### src/rtl/oreg_frame_pkg.sv
// Shared frame definitions for the oreg frame packer.
// Frame length includes a trailing XOR word when OREG_FRAME_CHECKSUM_EN is defined.
package oreg_frame_pkg;

  localparam logic [7:0] FRAME_MARKER     = 8'hA5;
  localparam int         DEFAULT_NUM_REGS = 8;

`ifdef OREG_FRAME_CHECKSUM_EN
  localparam int CSUM_WORDS = 1;
`else
  localparam int CSUM_WORDS = 0;
`endif

  // Header word + counter word + data registers (+ optional checksum).
  function automatic int frame_len(input int num_regs);
    return num_regs + 2 + CSUM_WORDS;
  endfunction

  localparam int FRAME_LEN = frame_len(DEFAULT_NUM_REGS);

  typedef logic [FRAME_LEN-1:0][31:0] frame_t;

  function automatic logic [31:0] header_word(input logic [7:0] seq, input int num_regs);
    return {FRAME_MARKER, seq, 16'(num_regs)};
  endfunction

endpackage

### src/rtl/frame_fifo.sv
// Synchronous FIFO of whole frames; a push into a full FIFO is accepted when a pop
// happens in the same cycle. Also exposes the entry behind the head for gapless reads.
module frame_fifo
  import oreg_frame_pkg::*;
#(
  parameter int  DEPTH = 4,
  parameter type T     = frame_t,
  localparam int AW    = $clog2(DEPTH),
  localparam int LW    = AW + 1
) (
  input  logic          clk,
  input  logic          rst,
  input  logic          i_push,
  input  T              i_wr_data,
  input  logic          i_pop,
  output T              o_head,
  output T              o_head_next,
  output logic          o_full,
  output logic          o_empty,
  output logic [LW-1:0] o_level
);

  T              r_mem [DEPTH];
  logic [AW-1:0] r_wr_ptr;
  logic [AW-1:0] r_rd_ptr;
  logic [LW-1:0] r_level;

  logic          w_pop;
  logic          w_push;
  logic [AW-1:0] w_rd_ptr_next;

  assign o_full        = (r_level == LW'(DEPTH));
  assign o_empty       = (r_level == '0);
  assign w_pop         = i_pop & ~o_empty;
  assign w_push        = i_push & (~o_full | w_pop);
  assign w_rd_ptr_next = r_rd_ptr + AW'(1);

  // NOTE: pointer/level state uses non-blocking assignments so every register
  // samples pre-edge values; blocking here would create order-dependent races.
  always_ff @(posedge clk) begin
    if (rst) begin
      r_wr_ptr <= '0;
      r_rd_ptr <= '0;
      r_level  <= '0;
    end else begin
      if (w_push) r_wr_ptr <= r_wr_ptr + AW'(1);
      if (w_pop)  r_rd_ptr <= w_rd_ptr_next;
      case ({w_push, w_pop})
        2'b10:   r_level <= r_level + LW'(1);
        2'b01:   r_level <= r_level - LW'(1);
        default: r_level <= r_level;
      endcase
    end
  end

  // NOTE: storage is deliberately not reset; the pointers define validity, and
  // resetting a wide array would turn RAM into a large flop bank.
  always_ff @(posedge clk) begin
    if (w_push) r_mem[r_wr_ptr] <= i_wr_data;
  end

  assign o_head      = r_mem[r_rd_ptr];
  assign o_head_next = r_mem[w_rd_ptr_next];
  assign o_level     = r_level;

endmodule

### src/rtl/oreg_frame_packer.sv
// Snapshots oreg1..oregN on every sample-counter change and streams whole frames on AXI4-Stream.
// Define OREG_FRAME_CHECKSUM_EN to append an XOR checksum word to every frame.
module oreg_frame_packer
  import oreg_frame_pkg::*;
#(
  parameter int NUM_REGS   = 8,
  parameter int FIFO_DEPTH = 4,
  parameter int DROP_W     = 16
) (
  input  logic                          clk,
  input  logic                          rst,
  input  logic                          enable_i,
  input  logic [31:0]                   count_i,
  input  logic [NUM_REGS*32-1:0]        regs_i,
  output logic [31:0]                   m_tdata,
  output logic                          m_tvalid,
  input  logic                          m_tready,
  output logic                          m_tlast,
  output logic [DROP_W-1:0]             drop_count_o,
  output logic [$clog2(FIFO_DEPTH):0]   fifo_level_o
);

  localparam int FLEN  = frame_len(NUM_REGS);
  localparam int IDX_W = $clog2(FLEN);
  localparam int LW    = $clog2(FIFO_DEPTH) + 1;
  localparam logic [IDX_W-1:0] LAST_IDX = IDX_W'(FLEN - 1);

  typedef logic [FLEN-1:0][31:0] pframe_t;
  typedef enum logic {S_IDLE, S_SEND} state_t;

  state_t            r_state;
  pframe_t           r_head;
  logic [IDX_W-1:0]  r_idx;
  logic [31:0]       r_tdata;
  logic              r_tvalid;
  logic              r_tlast;
  logic [31:0]       r_count_q;
  logic              r_primed;
  logic [7:0]        r_seq;
  logic [DROP_W-1:0] r_drop;

  pframe_t           w_frame;
  pframe_t           w_head;
  pframe_t           w_head_next;
  pframe_t           w_next_frame;
  logic              w_full;
  logic              w_empty;
  logic [LW-1:0]     w_level;
  logic              w_trig;
  logic              w_push_ok;
  logic              w_last_hs;
  logic              w_next_avail;
  logic [IDX_W-1:0]  w_idx_inc;

  assign w_trig    = r_primed & enable_i & (count_i != r_count_q);
  assign w_last_hs = (r_state == S_SEND) & m_tready & (r_idx == LAST_IDX);
  assign w_push_ok = w_trig & (~w_full | w_last_hs);
  assign w_idx_inc = r_idx + IDX_W'(1);

`ifdef OREG_FRAME_CHECKSUM_EN
  logic [31:0] w_csum;
`endif

  // NOTE: every combinational output gets a default first so no path leaves it
  // unassigned, which would otherwise infer a latch.
  always_comb begin
    w_frame    = '0;
    w_frame[0] = header_word(r_seq, NUM_REGS);
    w_frame[1] = count_i;
    for (int i = 0; i < NUM_REGS; i++) begin
      w_frame[i+2] = regs_i[i*32 +: 32];
    end
`ifdef OREG_FRAME_CHECKSUM_EN
    w_csum = '0;
    for (int i = 0; i < FLEN - 1; i++) begin
      w_csum = w_csum ^ w_frame[i];
    end
    w_frame[FLEN-1] = w_csum;
`endif
  end

  frame_fifo #(
    .DEPTH (FIFO_DEPTH),
    .T     (pframe_t)
  ) u_fifo (
    .clk         (clk),
    .rst         (rst),
    .i_push      (w_trig),
    .i_wr_data   (w_frame),
    .i_pop       (w_last_hs),
    .o_head      (w_head),
    .o_head_next (w_head_next),
    .o_full      (w_full),
    .o_empty     (w_empty),
    .o_level     (w_level)
  );

  // After the last-word pop the next frame is either already queued behind the
  // head, or is the one being pushed into a single-entry FIFO this very cycle.
  assign w_next_avail = (w_level > LW'(1)) | w_push_ok;
  assign w_next_frame = (w_level > LW'(1)) ? w_head_next : w_frame;

  always_ff @(posedge clk) begin
    r_count_q <= count_i;
    if (rst) begin
      r_primed <= 1'b0;
      r_seq    <= '0;
      r_drop   <= '0;
      r_state  <= S_IDLE;
      r_idx    <= '0;
      r_tdata  <= '0;
      r_tvalid <= 1'b0;
      r_tlast  <= 1'b0;
    end else begin
      r_primed <= 1'b1;
      if (w_push_ok) begin
        r_seq <= r_seq + 8'd1;
      end else if (w_trig && (r_drop != '1)) begin
        r_drop <= r_drop + DROP_W'(1);
      end

      case (r_state)
        S_IDLE: begin
          if (!w_empty) begin
            r_head   <= w_head;
            r_idx    <= '0;
            r_tdata  <= w_head[0];
            r_tlast  <= 1'b0;
            r_tvalid <= 1'b1;
            r_state  <= S_SEND;
          end
        end
        S_SEND: begin
          if (m_tready) begin
            if (r_idx == LAST_IDX) begin
              if (w_next_avail) begin
                r_head  <= w_next_frame;
                r_idx   <= '0;
                r_tdata <= w_next_frame[0];
                r_tlast <= 1'b0;
              end else begin
                r_tvalid <= 1'b0;
                r_tlast  <= 1'b0;
                r_state  <= S_IDLE;
              end
            end else begin
              r_idx   <= w_idx_inc;
              r_tdata <= r_head[w_idx_inc];
              r_tlast <= (w_idx_inc == LAST_IDX);
            end
          end
        end
        default: r_state <= S_IDLE;
      endcase
    end
  end

  assign m_tdata      = r_tdata;
  assign m_tvalid     = r_tvalid;
  assign m_tlast      = r_tlast;
  assign drop_count_o = r_drop;
  assign fifo_level_o = w_level;

endmodule

### config.mk
export PLATFORM = sky130hd
export DESIGN_NAME = oreg_frame_packer
export DESIGN_NICKNAME = d
export VERILOG_FILES = /design/src/rtl/oreg_frame_pkg.sv /design/src/rtl/frame_fifo.sv /design/src/rtl/oreg_frame_packer.sv
export SDC_FILE = /design/constraint.sdc
export NUM_CORES = 2
export LEC_CHECK = 0
export CAP_MARGIN = 10
export CORE_MARGIN = 1
export CORE_UTILIZATION = 58
export CTS_CLUSTER_SIZE = 25
export DETAILED_ROUTE_END_ITERATION = 6
export GPL_TIMING_DRIVEN = 0
export MAX_ROUTING_LAYER = met4
export PLACE_DENSITY = 0.87
export SLEW_MARGIN = 5
export SYNTH_ARGS = -nofsm -noshare
export SYNTH_HDL_FRONTEND = slang
export SYNTH_SLANG_ARGS = --single-unit
### constraint.sdc
create_clock -name clk -period 33 [get_ports clk]
set_input_delay 6.6 -clock clk [delete_from_list [all_inputs] [get_ports clk]]
set_output_delay 6.6 -clock clk [all_outputs]
set_load 0.1 [all_outputs]
==> flow_summary.toml <==
[routing]
wl_per_cell_um = 33.7
vias = 48800
drt-initial-drc-count = 9404
drc = 1
drt-pass1-iter-count = 7
drt_wl_total_um = 229000
vias_per_cell = 7.19
ant_nets = 0

[logic_synthesis]
synth-edff-count = 1480
ys_ff_latch = 1585
avgSynthCellArea_um2 = 16.4
synth_area_um2 = 71100
synthFlopType = "edfxtp_1"
synthCells = 4347
synthesis.nets = 4652
ys_async_sr_fraction_pct = 0
ys_seq_area_share_pct = 65.5
synth_cell_types = 66
ys_warn_count = 0

[timing]
fin_crit_sh_pct = 30.7
worst_pin_slew_ps = 1440
hold_viol = 0
clock_skew_ps = 57.6
fmax_mhz = 98.7
fin_crit_ps = 10130
final-setup-viol-count = 0
rsz0062_at_grt = "no"
slew_viol_final = 0
slew_headroom_pct = 4.17
tns_ps = 0

[clocking]
cts.path.max_buffers = 3
cts-root-buf = "clkbuf_16"
clk_pin_slew_worst_paths_ps = 60
htree_levels = 4
insertion_delay_ps = 810
cts_tree = "yes"
cts_buffers = 158
hold_buffers = 0
cts_sinks = 1585
cts_resized = 0
cts_setup_buffers = 0

[pwr]
leakage_nw = 26.4
ir_drop_mv = 0.0741
power.density_nw_per_um2 = 54.6

[setup_path]
r2r-start = "u_fifo.o_level[2]"
path_class = "input port to flip-flop"
cp.required_ps = 33480
critPathCaptureType = "flip-flop"
r2r_cells = 8
crit_fanout = 25
rr_endpoint = "r_head[136]"
critPathLaunchType = "input port"
regToRegSetupSlack_ps = 28910
critPathArrivalTime_ps = 10610

[final_layout]
syn2layout_area_growth_pct = 17.5
fillers = 7206
finish.utilization_pct = 68.6
nNetsFinal = 5234
drive_gt1_share_pct = 21.0

[worst_hold_path]
holdPathEnd = "drop_count_o[10]"
hold_path_depth = 2
worst_hold_startpoint = "drop_count_o[10]"
min_path_type = "flip-flop to flip-flop"

[grt]
grt_pass1_wl_um = 327000
grt_pass1_vias = 47800
track_usage_pct = 37.8
antenna_found_initial = 84
grt-ovfl-total = 0
grt_max_degree = 28

[outcome]
status = "finished with violations"
violations = "design-rule violations"

[place]
dp_hpwl_um = 155000
place_congestion = 0.988
io_buffers = 344

[floorplanning]
die_h_um = 352
die_w_um = 352
num_rows = 128
initial_core_util_pct = 58.4
pin_count = 345
die-area_um2 = 124000
core_area_um2 = 122000

[flow_run]
max_cap_violations = 0
[logic make-up after synthesis]
| group | Yosys count | share of synthesized area, % |
|---|---|---|
| compound gates | 494 | 4.50 |
| xor+xnor | 44 | 0.563 |
| fa+ha+maj | 13 | 0.229 |
| buf+inv | 339 | 2.01 |
| flops | 1585 | 65.5 |
| mux | 685 | 20.4 |
| simple gates | 1187 | 6.81 |
[worst max path at each step]
| stage | startpoint | end | slack (ps) | cells past startpoint |
|---|---|---|---|---|
| 3_3_place_gp | count_i[1] | r_head[98] | -9410 | 6 |
| 6_report | count_i[12] | u_fifo.r_mem[0][77] | 22870 | 13 |
| 4_1_cts | count_i[25] | u_fifo.r_mem[0][53] | 23020 | 13 |
| 5_1_grt | count_i[25] | u_fifo.r_mem[0][77] | 22870 | 13 |
| 2_1_floorplan | count_i[6] | r_head[100] | 2250 | 5 |
| 3_5_place_dp | count_i[1] | u_fifo.r_mem[0][77] | 22240 | 13 |
[where the power goes]
group	internal, mW	switching [mW]	leakage, nW
Clock	0.993	0.793	2.47
Sequential	2.27	0.0476	14.3
Combinational	0.143	0.319	9.61
[critical path: stages]
cell and delay, ps:
clkdlybuf4s50_1 630, xor2_1 360, nor4_2 130, nand4_2 440
o211ai_2 130, buf_4 200, buf_6 170, nor2_4 610
buf_12 300, buf_12 240, buf_12 220, buf_12 220
buf_12 240
[registers in the layout, summed over array words and instances, names as in the netlist, named ones only]
signal,count
r_count_q,32
r_head,296
m_tlast,1
r_state,1
u_fifo.r_wr_ptr,2
u_fifo.r_mem,1184
u_fifo.r_rd_ptr,2
m_tvalid,1
m_tdata,32
r_idx,4
drop_count_o,16
u_fifo.o_level,3
r_seq,8
r_primed,1
[layer usage]
| layer | vias to the layer above | GRT usage [%] | wire (um) |
|---|---|---|---|
| li1 | 18700 | - | - |
| met1 | 24100 | 44.7 | 70500 |
| met2 | 5018 | 55.7 | 105000 |
| met3 | 964 | 13.4 | 36100 |
| met4 | 0 | 23.3 | 17000 |
| met5 | - | - | 0 |
[cell type report]
type,count,area (um^2),share of cell area [%]
diodes,99,248,0.297
plain buffers,323,1370,1.64
clock buffers,210,4410,5.28
clock inverters,81,679,0.813
inverters,16,60.1,0.0719
multi-input cells,2423,23200,27.8
flip-flops and latches,1585,46500,55.7
well taps,1625,2030,2.43
repair buffers,422,5000,5.99
[through the flow]
stage | cell area (um^2) | instances | power, mW | setup slack (ps) | hold WS, ps
floorplan | 71100 | 4347 | 2.59 | 2250 | 486
global placement | 76600 | 6316 | 2.81 | -9410 | 476
detailed placement | 78200 | 6393 | 2.79 | 22240 | 488
CTS | 83300 | 6684 | 4.53 | 23020 | 514
global route | 83500 | 6769 | 4.64 | 22870 | 534
finish | 83500 | 6784 | 4.56 | 22870 | 518
[cells in the mapped netlist (all sizes together), types with 2 or more instances]
cell type  number  area (um^2)
a32oi          10         87.6
xnor2           4         42.6
clkbuf        187          702
and4            2         17.5
nand2b          2         12.5
a311oi          2         17.5
and2            5         31.3
o2111ai        10         87.6
ha             13          163
a21boi          2         26.3
dfxtp         105         2100
nand3          22          110
o211ai          8         83.8
xor2           40          358
nand3b          2         27.5
or3             6         37.5
o31ai           7         52.6
inv            15         56.3
o21ai          40          208
nand2         703         2640
nand4          13         93.8
and3           12         75.1
o21a           17          128
o311ai          2         17.5
a21oi          57          289
buf           136          668
a211oi         25          188
mux4          612        13800
nor2          364         1370
nor2b           5         31.3
o211a           7         70.1
nor4           13          164
or2             3         18.8
o41ai           2         17.5
a31oi         298         1870
edfxtp       1480        44400
mux2i          67          671
mux2            6         78.8
nor3           27          135
or4             6         45.0
a21o            2         15.0
[cells in the final DEF (no fill, tap or decap), types with 27 or more instances in the layout]
master           synthesis  final
edfxtp_1              1480   1480
nand2_1                703    703
mux4_2                 612    612
nor2_1                 364    360
clkdlybuf4s50_1          0    344
a31oi_1                297    297
clkbuf_1               187    221
clkbuf_16                0    165
dfxtp_1                105    105
diode_2                  0     99
buf_2                   96     96
mux2i_1                 67     67
a21oi_1                 56     56
buf_12                   0     41
xor2_1                  39     39
o21ai_0                 38     38
buf_1                   32     32
nor3_1                  27     27
Power figures use the tool's default switching activity.
